===== src/rtl/brc_pkg.sv =====
// Shared types and decode helpers for the iterative branch comparator.
package brc_pkg;

    localparam int unsigned BR_OP_W = 3;

    typedef enum logic [BR_OP_W-1:0] {
        BR_BEQ  = 3'b000,
        BR_BNE  = 3'b001,
        BR_RSV2 = 3'b010,
        BR_RSV3 = 3'b011,
        BR_BLT  = 3'b100,
        BR_BGE  = 3'b101,
        BR_BLTU = 3'b110,
        BR_BGEU = 3'b111
    } br_op_e;

    typedef enum logic [1:0] {
        ST_IDLE = 2'd0,
        ST_CMP  = 2'd1,
        ST_DONE = 2'd2
    } state_e;

    // funct3 bit 1 selects the unsigned flavour (also covers the reserved 010/011 codes)
    function automatic logic br_is_signed(input br_op_e op);
        return ~op[1];
    endfunction

    function automatic logic br_taken(input br_op_e op, input logic less, input logic equal);
        logic taken;
        taken = 1'b0;
        case (op)
            BR_BEQ:           taken = equal;
            BR_BNE:           taken = ~equal;
            BR_BLT, BR_BLTU:  taken = less;
            BR_BGE, BR_BGEU:  taken = ~less;
            default:          taken = 1'b0;
        endcase
        return taken;
    endfunction

endpackage


===== src/rtl/brc_iter_if.sv =====
// Request/result handshake bundle of the iterative branch comparator.
interface brc_iter_if
    import brc_pkg::*;
#(
    parameter int unsigned WIDTH = 32
);
    logic               i_flush;
    logic               i_valid;
    logic               o_ready;
    logic [WIDTH-1:0]   i_rs1_data;
    logic [WIDTH-1:0]   i_rs2_data;
    logic [BR_OP_W-1:0] i_br_op;
    logic               o_valid;
    logic               i_ready;
    logic               o_br_less;
    logic               o_br_equal;
    logic               o_br_taken;

    modport master (
        output i_flush, i_valid, i_rs1_data, i_rs2_data, i_br_op, i_ready,
        input  o_ready, o_valid, o_br_less, o_br_equal, o_br_taken
    );

    modport slave (
        input  i_flush, i_valid, i_rs1_data, i_rs2_data, i_br_op, i_ready,
        output o_ready, o_valid, o_br_less, o_br_equal, o_br_taken
    );
endinterface


===== src/rtl/brc_chunk_cmp.sv =====
// One chunk of the magnitude compare; i_inv_msb flips the top bit so signed order maps onto unsigned order.
module brc_chunk_cmp #(
    parameter int unsigned CHUNK_W = 8
) (
    input  logic [CHUNK_W-1:0] i_a,
    input  logic [CHUNK_W-1:0] i_b,
    input  logic               i_inv_msb,
    output logic               o_less_c,
    output logic               o_equal_c
);
    logic [CHUNK_W-1:0] msb_mask;
    logic [CHUNK_W-1:0] a_m;
    logic [CHUNK_W-1:0] b_m;

    always_comb begin
        msb_mask            = '0;
        msb_mask[CHUNK_W-1] = i_inv_msb;
        a_m                 = i_a ^ msb_mask;
        b_m                 = i_b ^ msb_mask;
    end

    assign o_less_c  = (a_m < b_m);
    assign o_equal_c = (a_m == b_m);
endmodule


===== src/rtl/brc_iter.sv =====
// Iterative RV32I branch comparator: scans operands one chunk per cycle, MSB chunk first.
module brc_iter
    import brc_pkg::*;
#(
    parameter int unsigned WIDTH      = 32,
    parameter int unsigned CHUNK_W    = 8,
    parameter int unsigned EARLY_EXIT = 1
) (
    input logic       i_clk,
    input logic       i_reset,
    brc_iter_if.slave bus
);
    localparam int unsigned NCHUNK = (CHUNK_W == 0) ? 1 : WIDTH / CHUNK_W;
    localparam int unsigned IDX_W  = (NCHUNK > 1) ? $clog2(NCHUNK) : 1;

    if (CHUNK_W < 1 || CHUNK_W > WIDTH || (WIDTH % CHUNK_W) != 0) begin : g_bad_chunk
        $error("brc_iter: CHUNK_W must divide WIDTH and lie in 1..WIDTH");
    end

    state_e             state_q, state_d;
    logic [WIDTH-1:0]   a_q, a_d;
    logic [WIDTH-1:0]   b_q, b_d;
    br_op_e             op_q, op_d;
    logic [IDX_W-1:0]   idx_q, idx_d;
    logic               found_q, found_d;
    logic               lacc_q, lacc_d;
    logic               valid_q, valid_d;
    logic               less_q, less_d;
    logic               equal_q, equal_d;
    logic               taken_q, taken_d;

    logic [CHUNK_W-1:0] a_sel;
    logic [CHUNK_W-1:0] b_sel;
    logic               inv_msb;
    logic               c_less;
    logic               c_equal;
    logic               hit;
    logic               fin_less;
    logic               fin_equal;

    // Chunk select by the current scan index
    always_comb begin
        a_sel = '0;
        b_sel = '0;
        for (int unsigned i = 0; i < NCHUNK; i++) begin
            if (idx_q == IDX_W'(i)) begin
                a_sel = a_q[i*CHUNK_W +: CHUNK_W];
                b_sel = b_q[i*CHUNK_W +: CHUNK_W];
            end
        end
        inv_msb = br_is_signed(op_q) && (idx_q == IDX_W'(NCHUNK - 1));
    end

    brc_chunk_cmp #(
        .CHUNK_W (CHUNK_W)
    ) u_chunk_cmp (
        .i_a       (a_sel),
        .i_b       (b_sel),
        .i_inv_msb (inv_msb),
        .o_less_c  (c_less),
        .o_equal_c (c_equal)
    );

    // Next-state and result update
    always_comb begin
        state_d   = state_q;
        a_d       = a_q;
        b_d       = b_q;
        op_d      = op_q;
        idx_d     = idx_q;
        found_d   = found_q;
        lacc_d    = lacc_q;
        valid_d   = valid_q;
        less_d    = less_q;
        equal_d   = equal_q;
        taken_d   = taken_q;
        hit       = ~found_q & ~c_equal;
        fin_less  = found_q ? lacc_q : c_less;
        fin_equal = ~found_q & c_equal;

        if (bus.i_flush) begin
            state_d = ST_IDLE;
            valid_d = 1'b0;
        end else begin
            case (state_q)
                ST_IDLE: begin
                    if (bus.i_valid) begin
                        a_d     = bus.i_rs1_data;
                        b_d     = bus.i_rs2_data;
                        op_d    = br_op_e'(bus.i_br_op);
                        idx_d   = IDX_W'(NCHUNK - 1);
                        found_d = 1'b0;
                        lacc_d  = 1'b0;
                        state_d = ST_CMP;
                    end
                end
                ST_CMP: begin
                    if (hit) begin
                        found_d = 1'b1;
                        lacc_d  = c_less;
                    end
                    if ((EARLY_EXIT != 0 && hit) || idx_q == '0) begin
                        state_d = ST_DONE;
                        valid_d = 1'b1;
                        less_d  = fin_less;
                        equal_d = fin_equal;
                        taken_d = br_taken(op_q, fin_less, fin_equal);
                    end else begin
                        idx_d = idx_q - IDX_W'(1);
                    end
                end
                ST_DONE: begin
                    if (bus.i_ready) begin
                        state_d = ST_IDLE;
                        valid_d = 1'b0;
                    end
                end
                default: begin
                    state_d = ST_IDLE;
                    valid_d = 1'b0;
                end
            endcase
        end
    end

    always_ff @(posedge i_clk or posedge i_reset) begin
        if (i_reset) begin
            state_q <= ST_IDLE;
            a_q     <= '0;
            b_q     <= '0;
            op_q    <= BR_BEQ;
            idx_q   <= '0;
            found_q <= 1'b0;
            lacc_q  <= 1'b0;
            valid_q <= 1'b0;
            less_q  <= 1'b0;
            equal_q <= 1'b0;
            taken_q <= 1'b0;
        end else begin
            state_q <= state_d;
            a_q     <= a_d;
            b_q     <= b_d;
            op_q    <= op_d;
            idx_q   <= idx_d;
            found_q <= found_d;
            lacc_q  <= lacc_d;
            valid_q <= valid_d;
            less_q  <= less_d;
            equal_q <= equal_d;
            taken_q <= taken_d;
        end
    end

    // Ready must drop the instant reset asserts, hence the reset term
    assign bus.o_ready    = (state_q == ST_IDLE) & ~i_reset;
    assign bus.o_valid    = valid_q;
    assign bus.o_br_less  = less_q;
    assign bus.o_br_equal = equal_q;
    assign bus.o_br_taken = taken_q;
endmodule


===== src/flat_wrapper.sv =====
// flat-port wrapper written by rule: the top's interface ports become plain ports
module brc_iter_flat import brc_pkg::*;
#(
    parameter int unsigned WIDTH      = 32,
    parameter int unsigned CHUNK_W    = 8,
    parameter int unsigned EARLY_EXIT = 1
)
  (i_clk, i_reset, bus_i_flush, bus_i_valid, bus_i_rs1_data, bus_i_rs2_data, bus_i_br_op, bus_i_ready, bus_o_ready, bus_o_valid, bus_o_br_less, bus_o_br_equal, bus_o_br_taken);
  brc_iter_if #(.WIDTH(WIDTH)) bus_i ();
  input logic i_clk;
  input logic i_reset;
  input wire logic [$bits(bus_i.i_flush)-1:0] bus_i_flush;
  input wire logic [$bits(bus_i.i_valid)-1:0] bus_i_valid;
  input wire logic [$bits(bus_i.i_rs1_data)-1:0] bus_i_rs1_data;
  input wire logic [$bits(bus_i.i_rs2_data)-1:0] bus_i_rs2_data;
  input wire logic [$bits(bus_i.i_br_op)-1:0] bus_i_br_op;
  input wire logic [$bits(bus_i.i_ready)-1:0] bus_i_ready;
  output wire logic [$bits(bus_i.o_ready)-1:0] bus_o_ready;
  output wire logic [$bits(bus_i.o_valid)-1:0] bus_o_valid;
  output wire logic [$bits(bus_i.o_br_less)-1:0] bus_o_br_less;
  output wire logic [$bits(bus_i.o_br_equal)-1:0] bus_o_br_equal;
  output wire logic [$bits(bus_i.o_br_taken)-1:0] bus_o_br_taken;
  assign bus_i.i_flush = bus_i_flush;
  assign bus_i.i_valid = bus_i_valid;
  assign bus_i.i_rs1_data = bus_i_rs1_data;
  assign bus_i.i_rs2_data = bus_i_rs2_data;
  assign bus_i.i_br_op = bus_i_br_op;
  assign bus_i.i_ready = bus_i_ready;
  assign bus_o_ready = bus_i.o_ready;
  assign bus_o_valid = bus_i.o_valid;
  assign bus_o_br_less = bus_i.o_br_less;
  assign bus_o_br_equal = bus_i.o_br_equal;
  assign bus_o_br_taken = bus_i.o_br_taken;
  brc_iter #(.WIDTH(WIDTH), .CHUNK_W(CHUNK_W), .EARLY_EXIT(EARLY_EXIT)) u_core (.i_clk(i_clk), .i_reset(i_reset), .bus(bus_i));
endmodule

===== config.mk =====
export PLATFORM = sky130hd
export DESIGN_NAME = brc_iter_flat
export DESIGN_NICKNAME = d
export VERILOG_FILES = /design/src/rtl/brc_pkg.sv /design/src/rtl/brc_iter_if.sv /design/src/rtl/brc_chunk_cmp.sv /design/src/rtl/brc_iter.sv /design/src/flat_wrapper.sv
export SDC_FILE = /design/constraint.sdc
export NUM_CORES = 1
export LEC_CHECK = 0
export ABC_CLOCK_PERIOD_IN_PS = 4200
export CAP_MARGIN = 0
export CORE_ASPECT_RATIO = 0.9
export CORE_MARGIN = 5
export CORE_UTILIZATION = 51
export DETAILED_ROUTE_END_ITERATION = 10
export PLACE_DENSITY = 0.83
export SLEW_MARGIN = 20
export SYNTH_ARGS = -nofsm -noshare
export SYNTH_HDL_FRONTEND = slang
export SYNTH_SLANG_ARGS = --single-unit

===== constraint.sdc =====
create_clock -name i_clk -period 4.2 [get_ports i_clk]
set_input_delay 0.84 -clock i_clk [delete_from_list [all_inputs] [get_ports i_clk]]
set_output_delay 0.84 -clock i_clk [all_outputs]
set_load 0.02 [all_outputs]

Word-level counts from Yosys, hierarchy flattened
Cells that the tools add are included.

Register bits after elaboration: 77. Bits of input ports: 72. Logic and storage cells: 84.

Add/sub/neg operators: 1. Order comparisons: 1. Muxes and demuxes: 27. Reductions and logical operators: 14. Bitwise logic cells: 12. Equality and inequality tests: 18.

Operators with widths (count): two-way mux 8 bit (8); XOR 8 bit (2); == test 3 bit, second input constant (4); two-way mux 2 bit (6); AND reduction 3 bit (4); == test 8 bit (1); < comparator 8 bit (1); AND reduction 4 bit (2); two-way mux 1 bit (7); NOT 1 bit (7); == test 2 bit, second input constant (3); inequality test 2 bit, second input constant (3); inequality test 3 bit, second input constant (2); case mux 2 bit (3 select lines) (1); == test 2 x 1 -> 1 bit, second input constant (2); zero test 2 bit (2); case mux 1 bit (2 select lines) (2); case mux 1 bit (4 select lines) (1); case mux 2 bit (2 select lines) (1); OR reduction 2 bit (2); bitwise AND 1 bit (3); == test 3 x 1 -> 1 bit, second input constant (1); zero test 3 bit (1); inequality test 3 x 2 -> 1 bit, second input constant (1); other kinds (6) (6).

Longest topological paths before layout
Gate-level depths: netlist (run 1).

Word-level depth: 13. Depth in mapped cells: 16. Depth with buffers taken out: 15.

Modules after synthesis
From an unflattened synthesis (run 1), not the netlist that was laid out.

Cells, all modules: 326. Area total of the unflattened synthesis: 3786.1 um^2.

By module, submodules not included: brc_iter (area an instance 3567.2 um^2, cells each 297, times used 1, sequential area each 1926.8 um^2); brc_chunk_cmp (area an instance 219.0 um^2, cells each 29, times used 1, sequential area each 0.0 um^2).

Least setup slack after synthesis (run 1)
OpenSTA, ideal clock, no wires.

Path type: register to register. Start point: register u_core.idx_q[1]. End point: register u_core.equal_q (netlist: u_core.bus.o_br_equal). Arrival: 2875 ps. Cell stages (with the launch flop): 15. Library setup time: 125 ps. Period minus slack after synthesis: 3000 ps. Slack: 1200 ps. Path through: dfrtp_1 inv_1 ha_1 clkbuf_1 buf_1 a22oi_1 nor2_1 a21oi_1 o21ai_0 ha_1 and4_1 a21oi_1 nor2_1 nor3b_2 mux2_2.

Cells in the longest elaborated chain, start to end: 11. Elaborated cells on any way between the ends: 21. Classes of those cells: eq/ne: 4; mux: 8; bitwise: 5; reduce/logical: 4.

RTL lines: start: declaration (line brc_iter.sv:24) `logic [IDX_W-1:0] idx_q, idx_d;`; start signal: assignment (line brc_iter.sv:144) `idx_q <= idx_d;`; zero test 2 bit (line brc_iter.sv:46, brc_iter.sv:102); two-way mux 8 bit (4 in series) (line brc_iter.sv:46) `if (idx_q == IDX_W'(i)) begin`; XOR 8 bit, on equally long branches (line brc_chunk_cmp.sv:18, brc_chunk_cmp.sv:19); == test 8 bit (line brc_chunk_cmp.sv:23) `assign o_equal_c = (a_m == b_m);`; NOT 1 bit (line brc_iter.sv:77) `hit = ~found_q & ~c_equal;`; bitwise AND 1 bit (line brc_iter.sv:77); logical OR 1 bit (line brc_iter.sv:102) `if ((EARLY_EXIT != 0 && hit) || idx_q == '0) begin`; AND reduction 3 bit (no line); end signal: assignment (line brc_iter.sv:149) `equal_q <= equal_d;`; end: declaration (line brc_iter.sv:29) `logic equal_q, equal_d;`.

Parallel ways exist; a longest one is shown, timed or not. A chain may end at the register's enable or synchronous reset.

Worst setup path in the final report (run 1)
Start point: register u_core.idx_q[0]. End point: register u_core.equal_q (netlist: u_core.bus.o_br_equal).

Same word-level chain as after synthesis.

==> out/metrics.yaml, run 1 <==
status:
  status: "finished clean"
power:
  leakagePower_nw: 2.023
  p_per_area_mw_per_mm2: 576.0
  totalPowerFinal_w: 0.002758
  vdd_ir_drop_max_v: 0.0003185
route:
  wl_met2_um: 3611
  drt-met1-wl_um: 3574
  wl_per_cell_um: 15.96
  top_layer: "met4"
  first_pass_iters: 4
  antenna_left: 0
  wl_um: 7885
  wl_met3_um: 589
  drt_iter0_drc: 105
  vias: 2649
  drc_errors: 0
  vias_per_cell: 5.362
yosys:
  ys_async_sr_fraction_pct: 100.0
  synth_edf_count: 0
  yosysWarnings: 0
  synth-seq-cells: 77
  synthCells: 320
  ys_seq_area_share_pct: 51.28
  synth.net_count: 404
  synth_cell_type_count: 31
  synthFlopType: "dfrtp_1"
  avgSynthCellArea_um2: 11.74
  syn_area_mm2: 0.003757
placed_design:
  gp_congestion: 0.8337
  hpwlAfterDp_um: 5745
  portBuffers: 76
  placed_area_mm2: 0.004618
finish:
  regArea_mm2: 0.001927
  postLayoutCellArea_mm2: 0.004788
  num_antenna_cells: 0
  area_delta_synth_final_pct: 27.44
  multi_input_area_mm2: 0.001730
  nNetsFinal: 480
  fillers: 549
  drive_gt1_share_pct: 24.44
hold_path:
  hold-path-cell-count: 1
  worstHoldPathType: "flop to flop"
  hold_end: "u_core.bus.o_br_taken"
  hold_path.startpoint: "u_core.op_q[2]"
setup_path:
  path_class: "flop to flop"
  cp.required_ns: 4.43
  worstPathArrival_ns: 3.81
  startpoint_type: "flop"
  r2r-start: "u_core.idx_q[0]"
  critical_path.max_fanout: 13
  rrSetupSlack_ns: 0.62
  worstRegToRegCells: 13
  endpoint_kind: "flop"
  rr_endpoint: "u_core.bus.o_br_equal"
cts:
  cts_root_buf: "clkbuf_8"
  numCtsBuffers: 9
  cts_resized: 0
  insertion_delay_ns: 0.35
  clkTransAtPathRegs_ns: 0.08
  hold_buffers: 0
  post_cts_buffers: 0
  clockBufferDepth: 2
  cts.sinks: 77
  cts_htree_levels: 3
  cts_tree: "built"
grt:
  gr-total-overflow: 0
  grt_use_total_pct: 18.58
  grt_max_degree: 78
  grt_pass1_wl_um: 13460
  first_global_vias: 2776
  antenna_found_initial: 0
timing:
  finalClockSkew_ns: 0.01116
  fin_crit_sh_pct: 85.15
  drv_slew: 0
  tns_ns: 0
  holdWs_ns: 0.4973
  rsz0062_at_grt: "no"
  fmax_mhz: 279.6
  finalHoldViolations: 0
  setup_viol: 0
  relSlewSlack_pct: 42.69
  tightest_slew_ns: 0.8596
  period_minus_slack_ns: 3.576
die:
  initial_core_util_pct: 52.83
  die_w_um: 100.5
  io_pins: 77
  fp-row-count: 29
  die-area_mm2: 0.009186
  coreArea_mm2: 0.007112
  die_y_um: 91.43
run:
  maxCapViolations: 0
-- synth_stat cells, types with 2 or more instances --
library cell / n / area [um2]
a21oi_1: 26 / 130.1
a22oi_1: 6 / 45.04
buf_1: 3 / 11.26
buf_2: 5 / 25.02
buf_4: 2 / 15.01
clkbuf_1: 8 / 30.03
dfrtp_1: 77 / 1927
ha_1: 12 / 150.1
inv_1: 5 / 18.77
mux2_2: 71 / 799.5
mux2i_1: 8 / 80.08
nand2_1: 29 / 108.9
nand3b_1: 2 / 15.01
nor2_1: 28 / 105.1
nor2b_1: 3 / 18.77
o21ai_0: 17 / 85.08
xnor2_1: 4 / 35.03
-- worst max-delay path, stage by stage, from the launching register on --
cell	delay, ns
dfrtp_1	0.44
inv_1	0.11
ha_1	0.47
nor2b_1	0.42
a22oi_1	0.12
nor2_1	0.10
a21oi_1	0.05
o21ai_0	0.21
ha_1	0.30
and4_1	0.20
a21oi_1	0.24
nor2_1	0.10
nor3b_2	0.32
mux2_2	0.38
-- worst max path at each step --
stage	startpoint	endpoint	cells after the start
6_report	u_core.idx_q[0]	u_core.bus.o_br_equal	13
5_1_grt	u_core.idx_q[0]	u_core.bus.o_br_equal	13
4_1_cts	u_core.idx_q[0]	u_core.bus.o_br_less	13
3_5_place_dp	u_core.idx_q[0]	u_core.bus.o_br_less	13
3_3_place_gp	u_core.idx_q[0]	u_core.bus.o_br_equal	11
2_1_floorplan	u_core.idx_q[1]	u_core.bus.o_br_equal	14
-- cell type report --
| cell class | instances | area share, % |
|---|---|---|
| Clock buffer | 13 | 3.109 |
| Clock inverter | 3 | 0.4442 |
| Inverter | 5 | 0.3920 |
| Multi-Input combinational cell | 220 | 36.14 |
| Sequential cell | 77 | 40.24 |
| Tap cell | 93 | 2.430 |
| Timing Repair Buffer | 83 | 17.25 |
-- cell usage in the layout (no fill, tap or decap), types with 2 or more instances in the layout --
cell | synthesis | final
clkdlybuf4s50_1 | 0 | 76
mux2_2 | 71 | 71
nor2_1 | 28 | 28
xnor2_1 | 4 | 4
nor2b_1 | 3 | 3
ha_1 | 12 | 12
clkbuf_8 | 0 | 10
clkbuf_1 | 8 | 3
dfrtp_1 | 77 | 77
a22oi_1 | 6 | 6
nand2_1 | 29 | 29
inv_1 | 5 | 4
o21ai_0 | 17 | 17
mux2i_1 | 8 | 8
buf_4 | 2 | 6
nand3b_1 | 2 | 2
a21oi_1 | 26 | 26
-- cell families after synthesis --
| group | after synthesis | share of synthesized area [%] |
|---|---|---|
| AND/OR/NAND/NOR | 70 | 8.858 |
| AO/OA/AOI/OAI | 55 | 8.858 |
| XOR/XNOR | 4 | 0.9323 |
| buffers and inverters | 23 | 2.664 |
| adder cells (fa/ha/maj) | 12 | 3.996 |
| multiplexers | 79 | 23.41 |
| flip-flops | 77 | 51.28 |
-- state kept, by name, summed over array words and instances (netlist names) --
register / cells
u_core.a_q: 32
u_core.b_q: 32
u_core.op_q: 3
u_core.idx_q: 2
u_core.state_q: 2
u_core.bus.o_br_equal: 1
u_core.bus.o_br_less: 1
u_core.bus.o_br_taken: 1
u_core.bus.o_valid: 1
u_core.found_q: 1
u_core.lacc_q: 1
-- report_power, final --
part | internal [W] | total (W) | leakage (nW) | switching, W
sequential | 0.000981 | 0.00114 | 0.906 | 0.000159
combinational | 0.000586 | 0.00113 | 1.03 | 0.000543
clock | 0.000231 | 0.000489 | 0.0836 | 0.000258
-- per-stage QoR --
| step | setup WS [ns] | cells | utilization, % |
|---|---|---|---|
| finish | 0.6235 | 494 | 67.33 |
| floorplan | 1.200 | 320 | - |
| global route | 0.2766 | 494 | 67.33 |
| CTS | 0.6139 | 494 | 67.33 |
| detailed placement | 0.6340 | 478 | 64.94 |
| global placement | 0.8407 | 478 | 64.94 |
-- layer usage --
metal | vias up | global-route usage, %
met3 | 15 | 7.050
li1 | 1279 | -
met4 | 0 | 5.275
met5 | - | 0
met2 | 78 | 28.37
met1 | 1277 | 24.78
Note: power is estimated with default switching activity, not from simulation.
==> inputs of run 2 (changes only) <==
--- a/config.mk
+++ b/config.mk
@@ -5,13 +5,12 @@
 export SDC_FILE = /design/constraint.sdc
 export NUM_CORES = 1
 export LEC_CHECK = 0
-export ABC_CLOCK_PERIOD_IN_PS = 4200
+export ABC_CLOCK_PERIOD_IN_PS = 4500
 export CAP_MARGIN = 0
 export CORE_ASPECT_RATIO = 0.9
-export CORE_MARGIN = 5
-export CORE_UTILIZATION = 51
+export CORE_UTILIZATION = 55
 export DETAILED_ROUTE_END_ITERATION = 10
-export PLACE_DENSITY = 0.83
+export PLACE_DENSITY = 0.89
 export SLEW_MARGIN = 20
 export SYNTH_ARGS = -nofsm -noshare
 export SYNTH_HDL_FRONTEND = slang
==> constraint.sdc (replaced) <==
create_clock -name i_clk -period 4.5 [get_ports i_clk]
set_input_delay 0.9 -clock i_clk [delete_from_list [all_inputs] [get_ports i_clk]]
set_output_delay 0.9 -clock i_clk [all_outputs]
set_load 0.02 [all_outputs]
==> run 2 against run 1 <==
  * Register-to-register slack better by 0.21 ns
  * Via count is 2.4% higher
  * Cell count is 1.6% lower
  * Critical endpoint unchanged
  * Power hardly changed
==> out/metrics.yaml, run 2 (synthesis results as in run 1) <==
timing:
  rsz0062_at_grt: "no"
  relSlewSlack_pct: 32.79  # -9.9 points
  fmax_mhz: 272.6  # -2.5%
  setup_viol: 0  # unchanged
  period_minus_slack_ns: 3.668  # +0.09135 ns
  tns_ns: 0  # unchanged
  drv_slew: 0  # unchanged
  tightest_slew_ns: 1.008  # +0.1484 ns
  finalHoldViolations: 0  # unchanged
  finalClockSkew_ns: 0.01200  # +0.0008375 ns
  fin_crit_sh_pct: 81.51  # -3.6 points
route:
  vias_per_cell: 5.580  # +4.1%
  first_pass_iters: 4  # unchanged
  vias: 2712  # +2.4%
  wl_um: 8198  # +4.0%
  drt_iter0_drc: 186  # +77%
  drc_errors: 0  # unchanged
  wl_per_cell_um: 16.87  # +5.7%
  antenna_left: 0  # unchanged
setup_path:
  worstPathArrival_ns: 3.90  # +0.09 ns
  rrSetupSlack_ns: 0.83  # +0.21 ns
  critical_path.max_fanout: 13  # unchanged
  crit_chain: "inv_1 > ha_1 > nor2b_1 > a22oi_1 > nor2_1 > a21oi_1 > nor2_1 > a21oi_1 > ha_1 > and4_1 > a21oi_1 > nor2_1 > nor3b_2 > mux2_2"
  path_class: "flop to flop"
  slowest_delay_ns: 0.47  # about the same
  worstRegToRegCells: 14  # +1
  startpoint_type: "flop"
  crit_slowest_cell: "ha_1"
  r2r-start: "u_core.idx_q[0]"
  endpoint_kind: "flop"
  rr_endpoint: "u_core.bus.o_br_equal"
  cp.required_ns: 4.74  # +0.31 ns
placed_design:
  portBuffers: 76  # unchanged
  hpwlAfterDp_um: 5868  # +2.1%
  gp_congestion: 0.7798  # -6.5%
die:
  coreArea_mm2: 0.006586  # -7.4%
  die_w_um: 89.13  # -11%
  die-area_mm2: 0.007167  # -22%
  io_pins: 77  # unchanged
  die_y_um: 80.41  # -12%
  initial_core_util_pct: 57.05  # +4.2 points
  fp-row-count: 28  # -3.4%
grt:
  grt_use_total_pct: 25.29  # +6.7 points
  gr-total-overflow: 0  # unchanged
  grt_use_met2_pct: 41.22  # +13 points
  met1_usage_pct: 31.55  # +6.8 points
  top_usage_layer: "met2"
  first_global_vias: 2729  # -1.7%
  grt_pass1_wl_um: 13140  # -2.4%
  gr-usage-met3_pct: 8.428  # +1.4 points
  antenna_found_initial: 0  # unchanged
  grt_max_degree: 70  # -10%
finish:
  num_antenna_cells: 0  # unchanged
  reg_top3: "u_core.a_q: 32 flops, u_core.b_q: 32 flops, u_core.op_q: 3 flops"
  utilization_pct: 73.14  # +5.8 points
  drive_gt1_share_pct: 24.24  # -0.20 points
  area_delta_synth_final_pct: 28.21
  final_cell_mix: "dfrtp_1, clkdlybuf4s50_1, mux2_2"
  layout_commonest_cell: "dfrtp_1"
  fillers: 461  # -16%
  nNetsFinal: 476  # -0.83%
cts:
  numCtsBuffers: 9  # unchanged
  cts_tree: "built"
  clkTransAtPathRegs_ns: 0.07  # about the same
  cts.sinks: 77  # unchanged
  insertion_delay_ns: 0.36  # about the same
  hold_buffers: 0  # unchanged
  cts_htree_levels: 3  # unchanged
  cts_resized: 0  # unchanged
  post_cts_buffers: 0  # unchanged
  clockBufferDepth: 2  # unchanged
  cts_root_buf: "clkbuf_8"
power:
  switchingPower_w: 0.0009260  # -3.5%
  intPower_w: 0.001830  # +1.8%
  p_per_area_mw_per_mm2: 572.2  # -0.67%
  leakagePower_nw: 2.038  # +0.76%
  p_seq_share_pct: 39.0  # -2.3 points
  power_frac_comb_pct: 38.0  # -2.9 points
  vdd_ir_drop_max_v: 0.0002716  # -15%
  swShare_pct: 33.60  # -1.2 points
  p_clk_share_pct: 23.0  # +5.3 points
hold_path:
  hold_path.startpoint: "u_core.op_q[2]"
  hold_end: "u_core.bus.o_br_taken"
  worstHoldPathType: "flop to flop"
  hold-path-cell-count: 1  # unchanged
run:
  maxCapViolations: 0  # unchanged
status:
  status: "finished clean"
==> run 2: worst max path at each step <==
stage	start	endpoint	slack (ns)	cells after the start
6_report	u_core.idx_q[0]	u_core.bus.o_br_equal	0.83	14
5_1_grt	u_core.idx_q[0]	u_core.bus.o_br_taken	0.53	15
4_1_cts	u_core.idx_q[0]	u_core.bus.o_br_equal	0.85	14
3_5_place_dp	u_core.idx_q[0]	u_core.bus.o_br_equal	0.87	14
3_3_place_gp	u_core.idx_q[0]	u_core.bus.o_br_equal	1.15	10
2_1_floorplan	u_core.idx_q[1]	u_core.bus.o_br_equal	1.50	14
==> run 2: per-stage QoR <==
step                      cells  instance area [um2]  power (W)  setup slack [ns]  hold slack, ns
after detailed placement    471                 4572   0.002112            0.8719          0.4957
final                       486                 4817   0.002756            0.8321          0.4950
after global routing        486                 4817   0.002925            0.5298          0.5204
after floorplan             320                 3757   0.001807             1.500          0.4542
after global placement      471                 4572   0.002053             1.151          0.4812
after CTS                   486                 4817   0.002756            0.8505          0.5062
==> run 2: cell type report <==
| type | count | area, um2 | share of cell area, % |
|---|---|---|---|
| inverters | 5 | 18.77 | 0.3896 |
| clock buffers | 10 | 137.6 | 2.857 |
| multi-input cells | 220 | 1730 | 35.92 |
| clock inverters | 5 | 107.6 | 2.234 |
| repair buffers | 79 | 783.3 | 16.26 |
| flip-flops and latches | 77 | 1927 | 40.00 |
| well taps | 90 | 112.6 | 2.338 |
==> run 2: power groups by stage <==
stage	Combinational, W	Sequential (W)	Clock, W
6_report	0.00105	0.00107	0.000635
4_1_cts	0.00104	0.00107	0.000641
3_5_place_dp	0.00103	0.00108	0
2_1_floorplan	0.000769	0.00104	0
5_1_grt	0.00115	0.00110	0.000674
3_3_place_gp	0.000986	0.00107	0
==> run 2: per-layer routing <==
layer | wire (um) | up-vias
met2 | 3994 | 86
li1 | - | 1267
met5 | 0 | -
met3 | 496 | 15
met1 | 3554 | 1344
met4 | 153 | 0
==> run 2: worst max-delay path: cells and delay by family, from the launching register on <==
kind                       cells  cell delay (ns)
adders and majority gates      2             0.80
and+or+nand+nor                6             1.31
buffers and inverters          1             0.11
AOI/OAI and AO/OA              4             0.51
DFF                            1             0.44
muxes                          1             0.38
